$ cat config.mk
export PLATFORM = sky130hd
export DESIGN_NAME = shift_reg_sequencer
export DESIGN_NICKNAME = d
export VERILOG_FILES = /design/src/rtl/shift_reg_sequencer.sv
export SDC_FILE = /design/constraint.sdc
export NUM_CORES = 1
export LEC_CHECK = 0
export CAP_MARGIN = 20
export CELL_PAD_IN_SITES_DETAIL_PLACEMENT = 1
export CELL_PAD_IN_SITES_GLOBAL_PLACEMENT = 2
export CORE_ASPECT_RATIO = 0.7
export CORE_MARGIN = 10
export CORE_UTILIZATION = 29
export CTS_CLUSTER_SIZE = 16
export DETAILED_ROUTE_END_ITERATION = 8
export PLACE_DENSITY_LB_ADDON = 0.1
export SLEW_MARGIN = 20
export SYNTH_ARGS = -nofsm -noshare
export SYNTH_HDL_FRONTEND = slang
export SYNTH_SLANG_ARGS = --single-unit
$ cat constraint.sdc
create_clock -name clk -period 2.7 [get_ports clk]
set_input_delay 0.27 -clock clk [delete_from_list [all_inputs] [get_ports clk]]
set_output_delay 0.27 -clock clk [all_outputs]
set_load 0.02 [all_outputs]
$ cat src/rtl/shift_reg_sequencer.sv
// shift_reg_sequencer: sequences a WIDTH-bit shift register for PISO
// transfers or SIPO captures, one bit per clock, MSB first. Commands arrive
// over a valid/ready handshake; completion is signalled by a one-cycle done.
// Optional feature macro: SHREG_PARITY_EN adds a trailing even-parity bit
// (PAR state) to both directions and drives parity_err on SIPO completion.
module shift_reg_sequencer #(
  parameter int WIDTH = 8
) (
  input  logic             clk,
  input  logic             rst,
  input  logic             start_valid,
  output logic             start_ready,
  input  logic             mode,
  input  logic [WIDTH-1:0] din,
  input  logic             sin,
  output logic             sout,
  output logic             sout_valid,
  output logic [WIDTH-1:0] pout,
  output logic             pout_valid,
  output logic             done,
  output logic             busy,
  output logic             parity_err
);

  localparam int CW = $clog2(WIDTH) + 1;
  localparam logic [CW-1:0] LAST = CW'(WIDTH - 1);

  typedef enum logic [1:0] {
    IDLE  = 2'd0,
    SHIFT = 2'd1,
`ifdef SHREG_PARITY_EN
    PAR   = 2'd2,
`endif
    DONE  = 2'd3
  } state_t;

  state_t           state_reg, state_next;
  logic [WIDTH-1:0] shreg_reg, shreg_next;
  logic [CW-1:0]    cnt_reg, cnt_next;
  logic             mode_reg, mode_next;
  logic [WIDTH-1:0] pout_reg, pout_next;
`ifdef SHREG_PARITY_EN
  logic             txpar_reg, txpar_next;
  logic             perr_reg, perr_next;
`endif

  // Next-state and datapath updates; every register holds unless its state acts on it.
  always_comb begin
    state_next = state_reg;
    shreg_next = shreg_reg;
    cnt_next   = cnt_reg;
    mode_next  = mode_reg;
    pout_next  = pout_reg;
`ifdef SHREG_PARITY_EN
    txpar_next = txpar_reg;
    perr_next  = perr_reg;
`endif
    case (state_reg)
      IDLE: begin
        cnt_next = '0;
        if (start_valid) begin
          mode_next  = mode;
          shreg_next = mode ? '0 : din;
`ifdef SHREG_PARITY_EN
          txpar_next = ^din;
`endif
          state_next = SHIFT;
        end
      end
      SHIFT: begin
        // PISO shifts zeros in behind the data; SIPO shifts the link bit in.
        shreg_next = {shreg_reg[WIDTH-2:0], (mode_reg ? sin : 1'b0)};
        cnt_next   = cnt_reg + 1'b1;
        if (cnt_reg == LAST) begin
`ifdef SHREG_PARITY_EN
          state_next = PAR;
`else
          state_next = DONE;
          // Capture lands in pout on the same edge that enters DONE.
          if (mode_reg) pout_next = {shreg_reg[WIDTH-2:0], sin};
`endif
        end
      end
`ifdef SHREG_PARITY_EN
      PAR: begin
        // sin now carries the received parity bit; shreg already holds the word.
        perr_next = (^shreg_reg) ^ sin;
        if (mode_reg) pout_next = shreg_reg;
        state_next = DONE;
      end
`endif
      DONE: begin
        state_next = IDLE;
      end
      default: begin
        state_next = IDLE;
      end
    endcase
  end

  // State and datapath registers with synchronous reset (reset aborts any command).
  always_ff @(posedge clk) begin
    if (rst) begin
      state_reg <= IDLE;
      shreg_reg <= '0;
      cnt_reg   <= '0;
      mode_reg  <= 1'b0;
      pout_reg  <= '0;
`ifdef SHREG_PARITY_EN
      txpar_reg <= 1'b0;
      perr_reg  <= 1'b0;
`endif
    end else begin
      state_reg <= state_next;
      shreg_reg <= shreg_next;
      cnt_reg   <= cnt_next;
      mode_reg  <= mode_next;
      pout_reg  <= pout_next;
`ifdef SHREG_PARITY_EN
      txpar_reg <= txpar_next;
      perr_reg  <= perr_next;
`endif
    end
  end

  // All outputs decode registered state only.
  assign start_ready = (state_reg == IDLE);
  assign busy        = (state_reg != IDLE);
  assign done        = (state_reg == DONE);
  assign pout_valid  = (state_reg == DONE) && mode_reg;
  assign pout        = pout_reg;

`ifdef SHREG_PARITY_EN
  assign sout_valid = ((state_reg == SHIFT) || (state_reg == PAR)) && !mode_reg;
  assign sout       = sout_valid && ((state_reg == PAR) ? txpar_reg : shreg_reg[WIDTH-1]);
  assign parity_err = (state_reg == DONE) && mode_reg && perr_reg;
`else
  assign sout_valid = (state_reg == SHIFT) && !mode_reg;
  assign sout       = sout_valid && shreg_reg[WIDTH-1];
  assign parity_err = 1'b0;
`endif

endmodule
==> results.ini, run 1 <==
[outcome]
status=completed

[routing]
drc=0
routed_wl_um=3010
routedWlPerCell_um=15.4
ant_nets=0
dr.pass1.iters=3
vias=976
via_per_inst=4.98
dr.first_iter.drc_count=48

[cells_and_area]
fin_nets=161
drive_gt1_share_pct=4.79
areaGrowthSynthToFinish_pct=28.5
diodes=0

[worst_setup_path]
arrival_ns=1.88
path_max_fanout=13
crit_buf_inv=1
cp-start-kind=flop
critical-path-top-delay-family=buffers and inverters
endpoint_kind=primary output
critPathSlowestCell=clkdlybuf4s50_1
cp.required_ns=2.43
worst-setup-path-type=flop to primary output
max_stage_delay_ns=0.60
crit_chain=nand2b_1 > nor2_1 > and2_1 > clkdlybuf4s50_1

[synthesis]
synth_warnings=0
synth_xor_area_share_pct=0
synth_nets=141
synth.most_common_cell=dfxtp_1
synth_area_um2=1070
ys_types=32
synth-edff-count=0
synth_top_area_share_pct=42.8
synth_common_cells=23 x dfxtp_1, 12 x nor2_1, 10 x a21oi_1, 10 x nor2b_1, 9 x o21ai_0
synth_area_leader_cell=dfxtp_1
synthAdderAreaFrac_pct=1.16
synth-seq-cells=23
synthSimpleGateAreaFrac_pct=25.4
synthMuxAreaShare_pct=1.98
syn_inst=127
synth_area_leaders=dfxtp_1 43%, nor2b_1 5.8%, a211oi_1 4.9%, a21oi_1 4.7%, nand4_1 4.7%
syn_area_per_cell_um2=8.46
yosysSeqAreaShare_pct=42.8
synth-async-reset-ratio_pct=0
synth_compound_area_share_pct=21.4
synthFlopType=dfxtp_1
synth_top_family_by_area=simple AND/OR/NAND/NOR gates

[power_and_ir_drop]
p_int_w=0.000500
power.share.clock_pct=32.8
seqPwrFrac_pct=54.6
power_leakage_nw=0.477
power_frac_comb_pct=12.6
power_density_nw_per_um2=489
irDropWorstVdd_mv=0.206
p_sw_w=0.000176
swShare_pct=26.0

[placed_design]
port_buffers=26
gp_congestion=0.714
hpwl_um=2240

[die]
fp.dieArea_um2=6580
die_w_um=92.8
die_y_um=70.9
start_util_pct=30.4
num_rows=18
core-area_um2=3540
ios=28

[cts]
clock-sinks=23
cts_setup_buffers=0
clk_pin_slew_worst_paths_ns=0.09
cts-root-buf=clkbuf_8
cts_resized=0
htreeDepth=1
clk_latency_ns=0.27
hold_buffers=0
cts_tree=done
cts_buffer_depth=2
cts-buffers-inserted=3

[sta]
rsz0062_at_grt=no
fin_skew_ns=0.00768
hold_ws_ns=0.475
finalHoldViolations=0
report.final.setup_viol=0
slew-limit-headroom_pct=41.2
worstMarginPinSlew_ns=0.879
period_needed_ns=2.15
fmax_ghz=0.466
finalSetupTns_ns=0
finalCritPeriodShare_pct=79.6
slew_violations=0

[job]
max_cap_viol_count=0

[global_routing]
grt_pass1_vias=972
grt_pass1_wl_um=5110
antenna_found_initial=0
grt_max_degree=24
grt_use_total_pct=9.46
grt-ovfl-total=0

[hold_path]
hold_class=flop to flop

## area by class of cell
cell class,count,area (um^2)
tap,50,62.6
sequential,23,460
timing repair buffer,26,260
clock buffer,3,41.3
clock inverter,1,5.00
fill,442,2150
inverter,3,11.3
multi-input combinational,90,541
## routing by layer
layer / part of all wire (%) / wire length (um) / track usage (%)
met2: 39 / 1180 / 13.1
met5: 0 / 0 / 0
met4: 0.43 / 13 / 1.54
met1: 51 / 1540 / 12.4
met3: 9.3 / 280 / 5.58
## power groups by stage
| stage | Combinational [W] | Clock [W] | Sequential, W |
|---|---|---|---|
| CTS | 0.0000866 | 0.000229 | 0.000369 |
| finish | 0.0000852 | 0.000221 | 0.000369 |
| global route | 0.0000949 | 0.000242 | 0.000373 |
| detailed placement | 0.0000864 | 0 | 0.000377 |
| global placement | 0.0000844 | 0 | 0.000377 |
| floorplan | 0.0000575 | 0 | 0.000368 |
## per-stage QoR
stage | setup slack, ns | std cells | instance area, um^2 | util, % | power [W]
3_3_place_gp | 0.888 | 192 | 1340 | 37.8 | 0.000461
2_1_floorplan | 1.26 | 127 | 1070 | - | 0.000425
3_5_place_dp | 0.832 | 192 | 1340 | 37.8 | 0.000463
4_1_cts | 0.511 | 196 | 1380 | 39.1 | 0.000685
6_report | 0.552 | 196 | 1380 | 39.1 | 0.000676
5_1_grt | 0.293 | 196 | 1380 | 39.1 | 0.000710
## worst min-delay path, delay by kind of cell (launching register included)
family         cells  cell delay (ns)
AO/OA/AOI/OAI      2             0.13
flip-flops         1             0.31
## cell families after synthesis
kind of cell | count (synthesis)
adders and majority gates | 1
DFF | 23
buffers and inverters | 14
other | 1
AOI/OAI and AO/OA | 37
and+or+nand+nor | 49
muxes | 2
## layout by cell type (no fill, tap or decap), types with 2 or more instances in the layout
cell / count
clkdlybuf4s50_1: 26
dfxtp_1: 23
nor2_1: 12
nor2b_1: 10
a21oi_1: 10
o21ai_0: 9
nand4_1: 8
o22ai_1: 7
a211oi_1: 7
nand2b_1: 4
nand3_1: 4
nand2_1: 3
clkbuf_8: 3
inv_1: 2
nand3b_1: 2
## worst paths after layout
kind	startpoint	slack, ns	cells after the start	end
max	state_reg[0]$_SDFFE_PP0P_	0.55	4	sout
min	pout[3]$_SDFFE_PP0P_	0.48	2	pout[3]$_SDFFE_PP0P_
max reg2reg	state_reg[0]$_SDFFE_PP0P_	1.31	3	pout[6]$_SDFFE_PP0P_
min reg2reg	pout[3]$_SDFFE_PP0P_	0.48	2	pout[3]$_SDFFE_PP0P_
Note: power is estimated with default switching activity, not from simulation.
==> inputs of run 2 (changes only) <==
--- a/config.mk
+++ b/config.mk
@@ -10,7 +10,7 @@
 export CELL_PAD_IN_SITES_GLOBAL_PLACEMENT = 2
 export CORE_ASPECT_RATIO = 0.7
 export CORE_MARGIN = 10
-export CORE_UTILIZATION = 29
+export CORE_UTILIZATION = 27
 export CTS_CLUSTER_SIZE = 16
 export DETAILED_ROUTE_END_ITERATION = 8
 export PLACE_DENSITY_LB_ADDON = 0.1
==> constraint.sdc (replaced) <==
create_clock -name clk -period 2 [get_ports clk]
set_input_delay 0.2 -clock clk [delete_from_list [all_inputs] [get_ports clk]]
set_output_delay 0.2 -clock clk [all_outputs]
set_load 0.02 [all_outputs]
==> results.ini, run 2 (synthesis gave the netlist of run 1 again) <==
[outcome]
status=completed

[cts]
htreeDepth=1
cts_buffer_depth=2
clock-sinks=23
cts-buffers-inserted=3
clk_pin_slew_worst_paths_ns=0.08
cts_tree=done
cts-root-buf=clkbuf_8
clk_latency_ns=0.27
hold_buffers=0

[power_and_ir_drop]
power_leakage_nw=0.507
irDropWorstVdd_mv=0.230
seqPwrFrac_pct=54.1
p_int_w=0.000682
power_frac_comb_pct=13.8
power.share.clock_pct=32.1
power_w=0.000913
power_density_nw_per_um2=638
swShare_pct=25.3
p_sw_w=0.000231

[cells_and_area]
fin_nets=167
drive_gt1_share_pct=9.21
mostFrequentLayoutCells=25 x clkdlybuf4s50_1, 22 x dfxtp_1, 12 x nor2_1
final_util_pct=36.9
nFillCells=469
areaGrowthSynthToFinish_pct=33.2
diodes=0
stdcell_count=204
final_common_cell=clkdlybuf4s50_1

[sta]
period_needed_ns=1.85
fmax_ghz=0.541
report.final.setup_viol=0
fin_skew_ns=0.00457
slew_violations=0
fin_ws_ns=0.151
finalSetupTns_ns=0
finalHoldViolations=0
rsz0062_at_grt=no
finalCritPeriodShare_pct=92.5

[die]
ios=28
fp.dieArea_um2=6940
core-area_um2=3870
die_y_um=72.8
num_rows=19
die_w_um=95.4
start_util_pct=27.7

[placed_design]
place_ws_ns=0.274
dpl.cell_count=197
hpwl_um=2370
port_buffers=26
gp_congestion=0.705

[global_routing]
grt_max_degree=24
grt_pass1_wl_um=5270
antenna_found_initial=0
grt_use_total_pct=9.60
grt_pass1_vias=1077
grt-ovfl-total=0

[worst_setup_path]
critPathSlowestCell=clkdlybuf4s50_1
endpoint_kind=primary output
path_max_fanout=9
cp.required_ns=1.80
worst-setup-path-type=flop to primary output
cp-start-kind=flop
crit_chain=buf_4 > and3_1 > clkdlybuf4s50_1
arrival_ns=1.65
max_stage_delay_ns=0.61

[routing]
via_per_inst=4.94
routed_wl_um=3270
drc=0
dr.first_iter.drc_count=23
vias=1007
dr.pass1.iters=4
routedWlPerCell_um=16.0
ant_nets=0

[job]
max_cap_viol_count=0

[hold_path]
hold_class=flop to flop

-- run 2: routing by layer --
| metal | part of all wire, % | track usage, % | vias up |
|---|---|---|---|
| met5 | 0 | 0 | - |
| met4 | 0.86 | 2.45 | 0 |
| met3 | 8.3 | 4.52 | 2 |
| met2 | 42 | 15.5 | 25 |
| met1 | 48 | 11.2 | 477 |
| li1 | - | - | 503 |
-- run 2: final timing paths --
kind                                                 from                         to  slack (ns)  cells after the start
worst max-delay path            state_reg[0]$_SDFFE_PP0P_                 pout_valid        0.15                      3
worst min-delay path                 pout[7]$_SDFFE_PP0P_       pout[7]$_SDFFE_PP0P_        0.48                      2
worst max register to register  state_reg[0]$_SDFFE_PP0P_  shreg_reg[0]$_SDFFE_PP0P_        0.64                      4
worst min register to register       pout[7]$_SDFFE_PP0P_       pout[7]$_SDFFE_PP0P_        0.48                      2
-- run 2: per-stage QoR --
| step | area (um^2) | hold WS, ns |
|---|---|---|
| 3_5_place_dp | 1360 | 0.467 |
| 5_1_grt | 1430 | 0.511 |
| 4_1_cts | 1430 | 0.480 |
| 3_3_place_gp | 1360 | 0.461 |
| 6_report | 1430 | 0.479 |
| 2_1_floorplan | 1070 | 0.268 |
-- run 2: area by class of cell --
cell class | count | area (um^2) | share of cell area (%)
timing repair buffer | 32 | 304 | 21.2
multi-input combinational | 90 | 541 | 37.8
inverter | 3 | 15.0 | 1.05
clock buffer | 4 | 45.0 | 3.15
sequential | 23 | 462 | 32.3
tap | 52 | 65.1 | 4.55
-- run 2: repair_timing --
| item | in CTS | in global routing |
|---|---|---|
| endpoints found under the setup margin | 3 | 3 |
| buffers inserted | 3 | 0 |
| resized for setup | 2 | 1 |
-- run 2: critical path: cells and delay by family (launching register included) --
kind / cells / cell delay [ns]
buf+inv: 2 / 0.80
flops: 1 / 0.41
simple gates: 1 / 0.17
-- run 2: power by group through the flow --
stage | combinational [W] | sequential [W] | clock [W]
2_1_floorplan | 0.0000777 | 0.000497 | 0
3_3_place_gp | 0.000125 | 0.000504 | 0
3_5_place_dp | 0.000127 | 0.000504 | 0
4_1_cts | 0.000127 | 0.000494 | 0.000308
5_1_grt | 0.000140 | 0.000496 | 0.000324
6_report | 0.000126 | 0.000494 | 0.000293
